==> config.mk <==
export PLATFORM = sky130hd
export DESIGN_NAME = axi_fifo_slave
export DESIGN_NICKNAME = d
export VERILOG_FILES = /design/src/rtl/axi_fifo_slave.sv
export SDC_FILE = /design/constraint.sdc
export NUM_CORES = 1
export LEC_CHECK = 0
export CAP_MARGIN = 20
export CORE_ASPECT_RATIO = 1.4
export CORE_MARGIN = 1
export CORE_UTILIZATION = 55
export DETAILED_ROUTE_END_ITERATION = 7
export PLACE_DENSITY = 0.83
export SETUP_SLACK_MARGIN = 0.2
export SYNTH_ARGS = -nofsm -noshare
export SYNTH_HDL_FRONTEND = slang
export SYNTH_SLANG_ARGS = --single-unit
==> constraint.sdc <==
create_clock -name ACLK -period 6.5 [get_ports ACLK]
set_input_delay 1.3 -clock ACLK [delete_from_list [all_inputs] [get_ports ACLK]]
set_output_delay 1.3 -clock ACLK [all_outputs]
set_load 0.03 [all_outputs]
==> src/rtl/axi_fifo_slave.sv <==
// axi_fifo_slave: AXI4 burst slave backed by one FIFO queue instead of memory.
// Write beats push, read beats pop the oldest word; addresses and burst attributes are ignored.
module axi_fifo_slave #(
    parameter int DATA_WIDTH = 32,
    parameter int ADDR_WIDTH = 16,
    parameter int STRB_WIDTH = DATA_WIDTH/8,
    parameter int DEPTH      = 16
) (
    input  logic                     ACLK,
    input  logic                     ARESETn,
    input  logic [ADDR_WIDTH-1:0]    AWADDR,
    input  logic [7:0]               AWLEN,
    input  logic [2:0]               AWSIZE,
    input  logic [1:0]               AWBURST,
    input  logic                     AWVALID,
    output logic                     AWREADY,
    input  logic [DATA_WIDTH-1:0]    WDATA,
    input  logic [STRB_WIDTH-1:0]    WSTRB,
    input  logic                     WLAST,
    input  logic                     WVALID,
    output logic                     WREADY,
    output logic [1:0]               BRESP,
    output logic                     BVALID,
    input  logic                     BREADY,
    input  logic [ADDR_WIDTH-1:0]    ARADDR,
    input  logic [7:0]               ARLEN,
    input  logic [2:0]               ARSIZE,
    input  logic [1:0]               ARBURST,
    input  logic                     ARVALID,
    output logic                     ARREADY,
    output logic [DATA_WIDTH-1:0]    RDATA,
    output logic [1:0]               RRESP,
    output logic                     RLAST,
    output logic                     RVALID,
    input  logic                     RREADY,
    output logic [$clog2(DEPTH):0]   fifo_count
);
    localparam int PTR_W = $clog2(DEPTH);
    localparam logic [PTR_W:0] PTR_ONE = 1;

    localparam logic [1:0] W_IDLE = 2'd0;
    localparam logic [1:0] W_DATA = 2'd1;
    localparam logic [1:0] W_RESP = 2'd2;
    localparam logic [0:0] R_IDLE = 1'b0;
    localparam logic [0:0] R_DATA = 1'b1;

    logic [DATA_WIDTH-1:0] mem [DEPTH];
    logic [PTR_W:0]        wr_ptr, rd_ptr;
    logic                  full, empty, push, pop, w_beat;
    logic                  out_of_reset;
    logic [1:0]            w_state;
    logic [7:0]            w_len, w_cnt;
    logic                  w_err;
    logic [0:0]            r_state;
    logic [7:0]            r_len, r_cnt;
    logic                  unused_inputs;

    assign unused_inputs = ^{AWADDR, AWSIZE, AWBURST, ARADDR, ARSIZE, ARBURST};

    assign full       = (wr_ptr[PTR_W] != rd_ptr[PTR_W]) &&
                        (wr_ptr[PTR_W-1:0] == rd_ptr[PTR_W-1:0]);
    assign empty      = (wr_ptr == rd_ptr);
    assign fifo_count = wr_ptr - rd_ptr;

    // Ready outputs stay low until the first edge after reset release.
    assign AWREADY = out_of_reset && (w_state == W_IDLE);
    assign WREADY  = (w_state == W_DATA) && !full;
    assign BVALID  = (w_state == W_RESP);
    assign BRESP   = {BVALID && w_err, 1'b0};
    assign w_beat  = WVALID && WREADY;
    assign push    = w_beat && (WSTRB == '1);

    // An empty FIFO answers with SLVERR and zero data rather than stalling the read.
    assign ARREADY = out_of_reset && (r_state == R_IDLE);
    assign RVALID  = (r_state == R_DATA);
    assign RLAST   = RVALID && (r_cnt == r_len);
    assign RDATA   = (RVALID && !empty) ? mem[rd_ptr[PTR_W-1:0]] : '0;
    assign RRESP   = (RVALID && empty) ? 2'b10 : 2'b00;
    assign pop     = RVALID && RREADY && !empty;

    always_ff @(posedge ACLK) begin
        if (push)
            mem[wr_ptr[PTR_W-1:0]] <= WDATA;
    end

    always_ff @(posedge ACLK or negedge ARESETn) begin
        if (!ARESETn) begin
            wr_ptr <= '0;
            rd_ptr <= '0;
        end else begin
            if (push)
                wr_ptr <= wr_ptr + PTR_ONE;
            if (pop)
                rd_ptr <= rd_ptr + PTR_ONE;
        end
    end

    always_ff @(posedge ACLK or negedge ARESETn) begin
        if (!ARESETn) begin
            out_of_reset <= 1'b0;
            w_state      <= W_IDLE;
            w_len        <= '0;
            w_cnt        <= '0;
            w_err        <= 1'b0;
        end else begin
            out_of_reset <= 1'b1;
            case (w_state)
                W_IDLE: begin
                    if (AWVALID && AWREADY) begin
                        w_len   <= AWLEN;
                        w_cnt   <= '0;
                        w_err   <= 1'b0;
                        w_state <= W_DATA;
                    end
                end
                W_DATA: begin
                    if (w_beat) begin
                        if ((WSTRB != '1) || (WLAST != (w_cnt == w_len)))
                            w_err <= 1'b1;
                        if (w_cnt == w_len)
                            w_state <= W_RESP;
                        else
                            w_cnt <= w_cnt + 8'd1;
                    end
                end
                W_RESP: begin
                    if (BREADY)
                        w_state <= W_IDLE;
                end
                default: w_state <= W_IDLE;
            endcase
        end
    end

    always_ff @(posedge ACLK or negedge ARESETn) begin
        if (!ARESETn) begin
            r_state <= R_IDLE;
            r_len   <= '0;
            r_cnt   <= '0;
        end else begin
            case (r_state)
                R_IDLE: begin
                    if (ARVALID && ARREADY) begin
                        r_len   <= ARLEN;
                        r_cnt   <= '0;
                        r_state <= R_DATA;
                    end
                end
                default: begin
                    if (RREADY) begin
                        if (r_cnt == r_len)
                            r_state <= R_IDLE;
                        else
                            r_cnt <= r_cnt + 8'd1;
                    end
                end
            endcase
        end
    end
endmodule

# Yosys cells after proc, flatten, opt, wreduce, memory -nomap -nowiden
# Memory sizes are Yosys's and may differ from the RTL's.
# Index checks and enable logic that the tools add are counted.
[op_classes] n_addsub=5 mul=0 div=0 magnitude_cmp=0 n_eq_ne=18 shifts=0 muxes=25 n_bitwise=1 reduce_logical=26
[ops] op="$mux W8" n=7
[ops] op="$mux W32" n=1
[ops] op="$add A8 B1 Y8 const B" n=2
[ops] op="$eq A8 B8 Y1" n=2
[ops] op="$pmux W8 S2" n=1
[ops] op="$logic_and A1 B1 Y1" n=14
[ops] op="$reduce_and A4 Y1" n=3
[ops] op="$add A5 B1 Y5 const B" n=2
[ops] op="$mux W2" n=5
[ops] op="$mux W1" n=9
[ops] op="$ne A2 B1 Y1 const B" n=4
[ops] op="$ne A2 B2 Y1 const B" n=4
[ops] op="$pmux W2 S3" n=1
[ops] op="$eq A5 B5 Y1" n=1
[ops] op="$sub A5 B5 Y5" n=1
[ops] op="$eq A4 B4 Y1" n=1
[ops] op="$eq A4 B4 Y1 const B" n=1
[ops] op="$ne A4 B4 Y1 const B" n=1
[ops] op="$reduce_and A2 Y1" n=2
[ops] op="$reduce_bool A2 Y1" n=2
[ops] op="$reduce_and A3 Y1" n=1
[ops] op="$eq A2 B1 Y1 const B" n=1
[ops] op="$eq A2 B2 Y1 const B" n=1
[ops] op="$logic_not A1 Y1" n=2
[ops] op="other kinds (5)" n=6
[word_totals] regBits=47 latch_bits=0 ram_bits=512 mem_bits_ro=0 output_inout_bits=47 elab_cells=86 mem_count=1
[memory_table] memory="mem" words=16 width=32 read_ports=1 rd_ports_with_merged_regs=0 write_ports=1 line_no="47" rtl="logic [DATA_WIDTH-1:0] mem [DEPTH];"

# Logic depth before layout (Yosys ltp)
# Gate-level depths: netlist of the first run.
[depth] word_depth=8 mapped_depth=10 ltp_nobuf=7

# Worst setup path before layout of the first run
# OpenSTA, ideal clock, no wires.
[synth_timing] kind="flip-flop to flip-flop" startpoint="register rd_ptr[3]" endpoint="memory mem[7][0], enable pin" setup_ns=0.461 t_arrival_ns=4.579 path_slack_ns=1.460 path_stages_with_launch=8 synth_period_minus_slack_ns=5.040 cell_sequence="dfrtp_1 inv_2 buf_1 ha_1 and4_1 a2111oi_4 nand2_1 nor3_1"
[synth_between] elab_chain_cells=8
[synth_rtl] item="from (decl)" line_no="48" rtl="logic [PTR_W:0] wr_ptr, rd_ptr;"
[synth_rtl] item="from (signal assigned)" line_no="94" rtl="rd_ptr <= rd_ptr + PTR_ONE;"
[synth_rtl] item="$eq A4 B4 Y1" line_no="61" rtl="(wr_ptr[PTR_W-1:0] == rd_ptr[PTR_W-1:0]);"
[synth_rtl] item="$logic_and A1 B1 Y1" line_no="60" rtl="assign full = (wr_ptr[PTR_W] != rd_ptr[PTR_W]) &&"
[synth_rtl] item="$logic_not A1 Y1" line_no="67" rtl="assign WREADY = (w_state == W_DATA) && !full;"
[synth_rtl] item="$logic_and A1 B1 Y1" line_no="67"
[synth_rtl] item="$logic_and A1 B1 Y1" line_no="70" rtl="assign w_beat = WVALID && WREADY;"
[synth_rtl] item="$logic_and A1 B1 Y1" line_no="71" rtl="assign push = w_beat && (WSTRB == '1);"
[synth_rtl] item="$mux W1" line_no="82" rtl="if (push)"
[synth_rtl] item="$mux W1 (implied by the code)" line_no="83" rtl="mem[wr_ptr[PTR_W-1:0]] <= WDATA;"
[synth_rtl] item="to (decl)" line_no="47"
# Every way passes these cells.

# Worst setup path in the final report of the first run
[layout_timing] startpoint="register rd_ptr[0]" endpoint="output RDATA[5]"
[layout_between] elab_chain_cells=4
[layout_rtl] item="branches (longest 3 deep; another with $mem_v2 Z16 W32)"
[layout_rtl] item="$mux W32 *" line_no="77" rtl="assign RDATA = (RVALID && !empty) ? mem[rd_ptr[PTR_W-1:0]] : '0;"
[layout_rtl] item="to (decl)" line_no="31" rtl="output logic [DATA_WIDTH-1:0] RDATA,"
# Mark *: on every way between the ends.

==> flow_summary.toml, run 1 <==
[setup_path]
cp_max_fo = 88
arrival_ps = 3780
startpoint_type = "register"
cp_data_required_time_ps = 5200
worstSetupPathType = "reg -> out"
critPathCaptureType = "primary output"

[drt]
num_vias = 10800
drc = 0
drt_iter0_drc = 1095
ant_nets = 0
avgViaCountPerCell = 6.14
post_drt_wl_per_cell_microns = 26.9
first_pass_iters = 5
drt_wl_total_microns = 47300

[timing]
worstMarginPinSlew_ps = 1010
final_hold_viol_count = 0
finalCritPeriodShare = 0.782
tns_ps = 0
rsz0062_at_grt = "false"
layout_min_cycle_time_ps = 5080
relSlewSlack = 0.323
maxSlewViolCount = 0
skew_ps = 17.9
setup_viol = 0
clock.fmax_ghz = 0.197

[placed_design]
io_buffers = 104
hpwl_microns = 24400
dp.cells = 1665
place_congestion = 0.777

[global_routing]
overflow = 0
antenna_found_initial = 0
grt_max_degree = 133
grt_usage = 0.240
grt_pass1_vias = 11400
grt_pass1_wl_microns = 70100

[yosys]
ys_seq_area_frac = 0.747
synth.avg_cell_area_sq_um = 20.9
ys_ff_latch = 559
syn_area_sq_um = 22200
ys_async_sr_fraction = 0.0841
synth_cell_types = 45
syn_inst = 1058
ys.flop_type = "edfxtp_1"
synth_edf_count = 512
yosys_warnings = 0

[clocking]
cts_max_level = 2
cts_tree = "yes"
cts_buffers = 49
post_cts_buffers = 0
cts_resized = 0
cts_sinks = 559
clk_pin_slew_ps = 60
hold_buffers = 0
cts_root_buffer = "clkbuf_16"
clockBufferDepth = 3
insertion_delay_ps = 580

[power]
pwr_density_cell_nw_per_um2 = 425
irDropWorstVdd_uv = 356
finalPower_mw = 10.8
p_leak_nw = 8.44

[min_path]
hold_class = "reg -> reg"

[final_layout]
fin_util = 0.645
n_antenna_cell = 0
area_delta_synth_final_pct = 15.0
drive_above_1_share = 0.236
fin_cells = 1756
final_common_cell = "edfxtp_1"
nets = 1303
final_cell_mix = "512 x edfxtp_1, 160 x mux4_2, 103 x clkdlybuf4s50_1"

[run_status]
status = "completed"

[floorplan]
chipHeight_microns = 239
core_sq_um = 39500
ios = 149
initial_core_util = 0.561
die_w_microns = 172
row_count = 86
die_area_sq_um = 41100

[job]
maxCapViolCount = 0
## stage by stage
step	setup slack (ps)	instance area [sq um]	hold WS (ps)
floorplan	1460	22200	460
global placement	2000	23900	480
finish	1420	25500	491
detailed placement	1920	23900	486
global route	1250	25500	498
CTS	1360	25500	496
## area by class of cell
type,count,area (sq um)
Multi-Input combinational cell,429,5360
Fill cell,2457,14000
Tap cell,528,661
Clock buffer,56,1250
Inverter,21,78.8
Clock inverter,34,304
Timing Repair Buffer,129,1260
Sequential cell,559,16600
## where the power goes
group	internal, mW	switching (mW)
combinational	1.82	1.98
sequential	4.06	0.159
clock	1.55	1.27
total	7.43	3.40
## sequential cells by signal (all words and copies together), names as in the netlist
signal and cells:
r_cnt 8, w_err 1, w_cnt 8, wr_ptr 5
out_of_reset 1, w_state 2, mem 512, rd_ptr 5
RVALID 1, w_len 8, r_len 8
## Yosys cell counts (all sizes together) (3+ instances only)
library cell / count / area [sq um]
a21o: 3 / 22.5
a21oi: 12 / 60.1
a31o: 6 / 52.6
a31oi: 3 / 18.8
and2: 12 / 75.1
and3: 7 / 43.8
buf: 28 / 159
clkbuf: 22 / 82.6
dfrtp: 47 / 1180
edfxtp: 512 / 15400
ha: 11 / 138
inv: 21 / 78.8
mux2i: 6 / 60.1
mux4: 160 / 3600
nand2: 70 / 263
nand2b: 5 / 31.3
nand3: 6 / 30.0
nand4: 8 / 50.1
nor2: 17 / 63.8
nor2b: 34 / 213
nor3: 7 / 35.0
nor4: 4 / 25.0
o21ai: 6 / 30.0
o2bb2ai: 3 / 26.3
xnor2: 9 / 78.8
xor2: 21 / 184
## layer usage
metal  up-vias  global-route usage  wire length, microns
li1       4552                   -                     -
met1      5589               0.294                 17400
met2       521               0.419                 24800
met3       123              0.0459                  3390
met4         0              0.0942                  1690
met5         -                   0                     0
## critical path, stage by stage, from the launching register on
cell and delay, ps:
dfrtp_4 610, buf_12 580, mux4_2 600, mux4_2 550, nor2b_1 180, clkdlybuf4s50_1 610
## logic make-up after synthesis
| family | after synthesis | synth area share |
|---|---|---|
| buffers and inverters | 71 | 0.0145 |
| and+or+nand+nor | 176 | 0.0396 |
| muxes | 167 | 0.166 |
| xor gates and xnor gates | 30 | 0.0119 |
| AOI/OAI and AO/OA | 41 | 0.0136 |
| other | 2 | 0.000339 |
| adders and majority gates | 12 | 0.00712 |
| DFF | 559 | 0.747 |
## path summary, 6_finish.rpt
kind	startpoint	to	slack (ps)	cells after the start
max	rd_ptr[0]	RDATA[5]	1420	5
min reg2reg	wr_ptr[4]	wr_ptr[4]	490	1
max in group asynchronous	ARESETn	rd_ptr[2]	5450	2
min in group asynchronous	ARESETn	r_len[2]	570	1
min	wr_ptr[4]	wr_ptr[4]	490	1
max reg2reg	wr_ptr[3]	mem[11][14]	2630	6
No activity file was read; power rests on OpenSTA's default activity.
==> run 2: changes to the inputs <==
- clock period: 6.5 -> 4.7 ns (I/O delays scaled with it)
==> flow_summary.toml, run 2 (synthesis results as in run 1) <==
[global_routing]
antenna_found_initial = 1
grt_pass1_vias = 11400
grt_usage = 0.255
grt_pass1_wl_microns = 73500
overflow = 0
grt_max_degree = 48

[timing]
maxSlewViolCount = 0
tns_ps = 0
skew_ps = 25.3
finalCritPeriodShare = 0.925
worstMarginPinSlew_ps = 866
final_hold_viol_count = 0
clock.fmax_ghz = 0.230
layout_min_cycle_time_ps = 4350
relSlewSlack = 0.422
rsz0062_at_grt = "false"
setup_viol = 0

[placed_design]
dp.cells = 1672
io_buffers = 104
hpwl_microns = 24800
place_congestion = 0.784

[setup_path]
path_buf_inv = 2
worstPathCellList = "buf_4 > mux4_2 > mux4_2 > nor2b_1 > clkdlybuf4s50_1"
path_delay_family = "buffers and inverters"
worstSetupPathType = "reg -> out"
cp_data_required_time_ps = 3760
arrival_ps = 3410
worst_path_max_delay_cell = "dfrtp_4"
cp_max_fo = 25
cpMostUsedCell = "mux4_2"
startpoint_type = "register"
max_stage_delay_ps = 700
critPathCaptureType = "primary output"

[drt]
post_drt_wl_per_cell_microns = 28.4
avgViaCountPerCell = 6.24
drt_iter0_drc = 1176
first_pass_iters = 5
ant_nets = 0
drc = 0
num_vias = 11100
drt_wl_total_microns = 50300

[clocking]
cts_root_buffer = "clkbuf_16"
clockBufferDepth = 3
cts_max_level = 2
cts_tree = "yes"
cts_buffers = 50
cts_sinks = 559
insertion_delay_ps = 580
clk_pin_slew_ps = 70

[final_layout]
fin_cells = 1773
largest_reg_flops = 512
area_delta_synth_final_pct = 16.5
final_common_cell = "edfxtp_1"
n_antenna_cell = 0
final_cell_mix = "512 x edfxtp_1, 160 x mux4_2, 103 x clkdlybuf4s50_1"
nets = 1318
drive_above_1_share = 0.243

[floorplan]
die_area_sq_um = 41100
die_w_microns = 172
ios = 149
initial_core_util = 0.561
row_count = 86
core_sq_um = 39500
chipHeight_microns = 239

[power]
p_int_mw = 10.5
combPwrFrac = 0.356
seqPwrFrac = 0.383
power_frac_clock = 0.261
p_leak_nw = 8.58
irDropWorstVdd_uv = 284
sw_frac_of_total = 0.317
power.switching_mw = 4.87
pwr_density_cell_nw_per_um2 = 595

[run_status]
status = "completed"

[job]
maxCapViolCount = 0

[min_path]
hold_class = "in -> async"
## run 2: routing by layer
metal,up-vias,part of all wire,GRT usage
met5,-,0.00026,0
met2,624,0.54,0.445
met1,5738,0.35,0.317
met4,2,0.026,0.0906
met3,112,0.086,0.0468
li1,4594,-,-
## run 2: power groups by stage
stage	sequential (mW)	combinational [mW]	clock, mW
floorplan	5.84	3.72	0
global placement	6.01	5.18	0
detailed placement	6.02	5.26	0
CTS	5.89	5.47	4.05
global route	5.89	5.79	4.23
finish	5.88	5.47	4.01
## run 2: area by class of cell
| class | count | area, sq um |
|---|---|---|
| Sequential cell | 559 | 16600 |
| Fill cell | 2430 | 13700 |
| Multi-Input combinational cell | 429 | 5360 |
| Timing Repair Buffer | 143 | 1560 |
| Clock buffer | 59 | 1310 |
| Tap cell | 528 | 661 |
| Clock inverter | 34 | 288 |
| Inverter | 21 | 78.8 |
## run 2: through the flow
stage	utilization	setup WS [ps]	hold WS [ps]	power (mW)	instance area, sq um
after floorplan	-	-340	460	9.56	22200
after global placement	0.611	820	481	11.2	24100
after detailed placement	0.611	775	483	11.3	24100
after CTS	0.652	216	497	15.4	25800
after global routing	0.654	279	372	15.9	25800
final	0.654	351	337	15.4	25800
## run 2: repair_timing
action | CTS | global route
setup buffers | 2 | 5
endpoints found under the setup margin | 15 | 2
hold buffers | 0 | 0
resized for setup | 0 | 0
## run 2: path summary, 6_finish.rpt
path,start,endpoint,slack [ps],depth (start not counted)
min in group ACLK,wr_ptr[4],wr_ptr[4],500,1
max reg2reg,rd_ptr[1],mem[2][2],1060,7
min,ARESETn,r_cnt[3],340,1
max in group asynchronous,ARESETn,w_len[1],3840,2
min reg2reg,wr_ptr[4],wr_ptr[4],500,1
max,rd_ptr[1],RDATA[3],350,5
==> run 3: changes to the inputs <==
- CORE_MARGIN: 1 -> 2
==> flow_summary.toml, run 3 (synthesis results as in run 1) <==
[setup_path]
path_buf_inv = 2
worstPathCellList = "buf_12 > mux4_2 > mux4_2 > nor2b_1 > clkdlybuf4s50_1"
max_stage_delay_ps = 670
worst-r2r-cell-count = 7
critPathCaptureType = "primary output"
crit_start = "rd_ptr[1]"
cp_max_fo = 77
cp_data_required_time_ps = 3760
worst_path_max_delay_cell = "dfrtp_4"
worst_r2r_endpoint = "mem[8][2]"
path_delay_family = "buffers and inverters"
rrSetupSlack_ps = 1090
cpMostUsedCell = "mux4_2"
crit-reg2reg-launch = "rd_ptr[1]"
arrival_ps = 3450
startpoint_type = "register"
worstSetupPathType = "reg -> out"

[floorplan]
die_w_microns = 174
core_sq_um = 40100
chipHeight_microns = 241
ios = 149
die_area_sq_um = 41900
row_count = 87
initial_core_util = 0.553

[clocking]
clockBufferDepth = 3
insertion_delay_ps = 580
cts_tree = "yes"
clk_pin_slew_ps = 60
cts_resized = 0
cts_max_level = 2
cts_buffers = 49
cts_root_buffer = "clkbuf_16"
cts_sinks = 559

[final_layout]
drive_above_1_share = 0.238
largest_reg_flops = 512
area_delta_synth_final_pct = 16.0
final_common_cell = "edfxtp_1"
final_cell_mix = "512 x edfxtp_1, 160 x mux4_2, 103 x clkdlybuf4s50_1"
nets = 1313

[timing]
tns_ps = 0
rsz0062_at_grt = "false"
finalCritPeriodShare = 0.933
worstMarginPinSlew_ps = 850
layout_min_cycle_time_ps = 4390
clock.fmax_ghz = 0.228
skew_ps = 22.6
relSlewSlack = 0.433
timing.final.ws_setup_ps = 315
setup_viol = 0
final_hold_viol_count = 0
maxSlewViolCount = 0

[power]
seqPwrFrac = 0.388
pwr_density_cell_nw_per_um2 = 590
combPwrFrac = 0.358
sw_frac_of_total = 0.318
power.switching_mw = 4.81
p_int_mw = 10.3
p_leak_nw = 8.50
power_frac_clock = 0.254
irDropWorstVdd_uv = 388

[drt]
first_pass_iters = 5
num_vias = 11100
drt_wl_total_microns = 49800
ant_nets = 0
drt_iter0_drc = 1143
drc = 0
post_drt_wl_per_cell_microns = 28.1
avgViaCountPerCell = 6.23

[global_routing]
antenna_found_initial = 2
grt_usage = 0.243
grt_max_degree = 78
grt_pass1_vias = 11600
grt_pass1_wl_microns = 73800
overflow = 0

[job]
maxCapViolCount = 0

[min_path]
hold_class = "in -> async"

[placed_design]
place_congestion = 0.784
place_ws_ps = 762
hpwl_microns = 25500
io_buffers = 104

[run_status]
status = "completed"
run 3: changes by cell type in the layout (fill, tap and decap cells not counted), sizes merged:
cell and delta:
bufinv -1, clkinvlp +2, clkinv -10, clkbuf +6, diode +3, buf -4
run 3: layer usage:
layer  vias up  global-route usage  wire length (microns)  share of wire
met2       621               0.414                  25800           0.52
met5         -                   0                      0              0
met1      5700               0.308                  17600           0.35
met3       149              0.0504                   4430          0.089
met4         0               0.104                   2030          0.041
li1       4583                   -                      -              -
run 3: final cells by class:
cell class | instances | area, sq um
inverter | 21 | 78.8
clock buffer | 65 | 1290
clock inverter | 25 | 224
antenna | 3 | 7.51
sequential | 559 | 16600
fill | 2544 | 14400
tap | 534 | 668
multi-input combinational | 429 | 5360
timing repair buffer | 139 | 1500
run 3: power groups by stage:
stage	sequential (mW)	clock (mW)	combinational, mW
2_1_floorplan	5.84	0	3.72
3_3_place_gp	6.01	0	5.19
3_5_place_dp	6.02	0	5.27
4_1_cts	5.88	3.89	5.47
5_1_grt	5.91	4.06	5.73
6_report	5.88	3.84	5.42
run 3: worst max path at each step:
stage | cells past startpoint | end | slack (ps)
floorplan | 7 | mem[7][0] | -340
global placement | 7 | RDATA[13] | 800
detailed placement | 7 | RDATA[28] | 760
CTS | 5 | RDATA[28] | 280
global route | 5 | RDATA[28] | 250
finish | 5 | RDATA[28] | 310
run 3: per-stage QoR:
step / hold slack (ps) / utilization / instances / power, mW / cell area (sq um)
6_report: 229 / 0.641 / 1775 / 15.1 / 25700
5_1_grt: 235 / 0.641 / 1773 / 15.7 / 25700
4_1_cts: 504 / 0.641 / 1771 / 15.2 / 25700
3_5_place_dp: 482 / 0.601 / 1677 / 11.3 / 24100
3_3_place_gp: 481 / 0.601 / 1677 / 11.2 / 24100
2_1_floorplan: 460 / - / 1059 / 9.56 / 22200
run 3: repair_timing:
item | CTS | global route
buffers inserted | 4 | 0
endpoints found under the setup margin | 22 | 0
hold buffers | 0 | 0
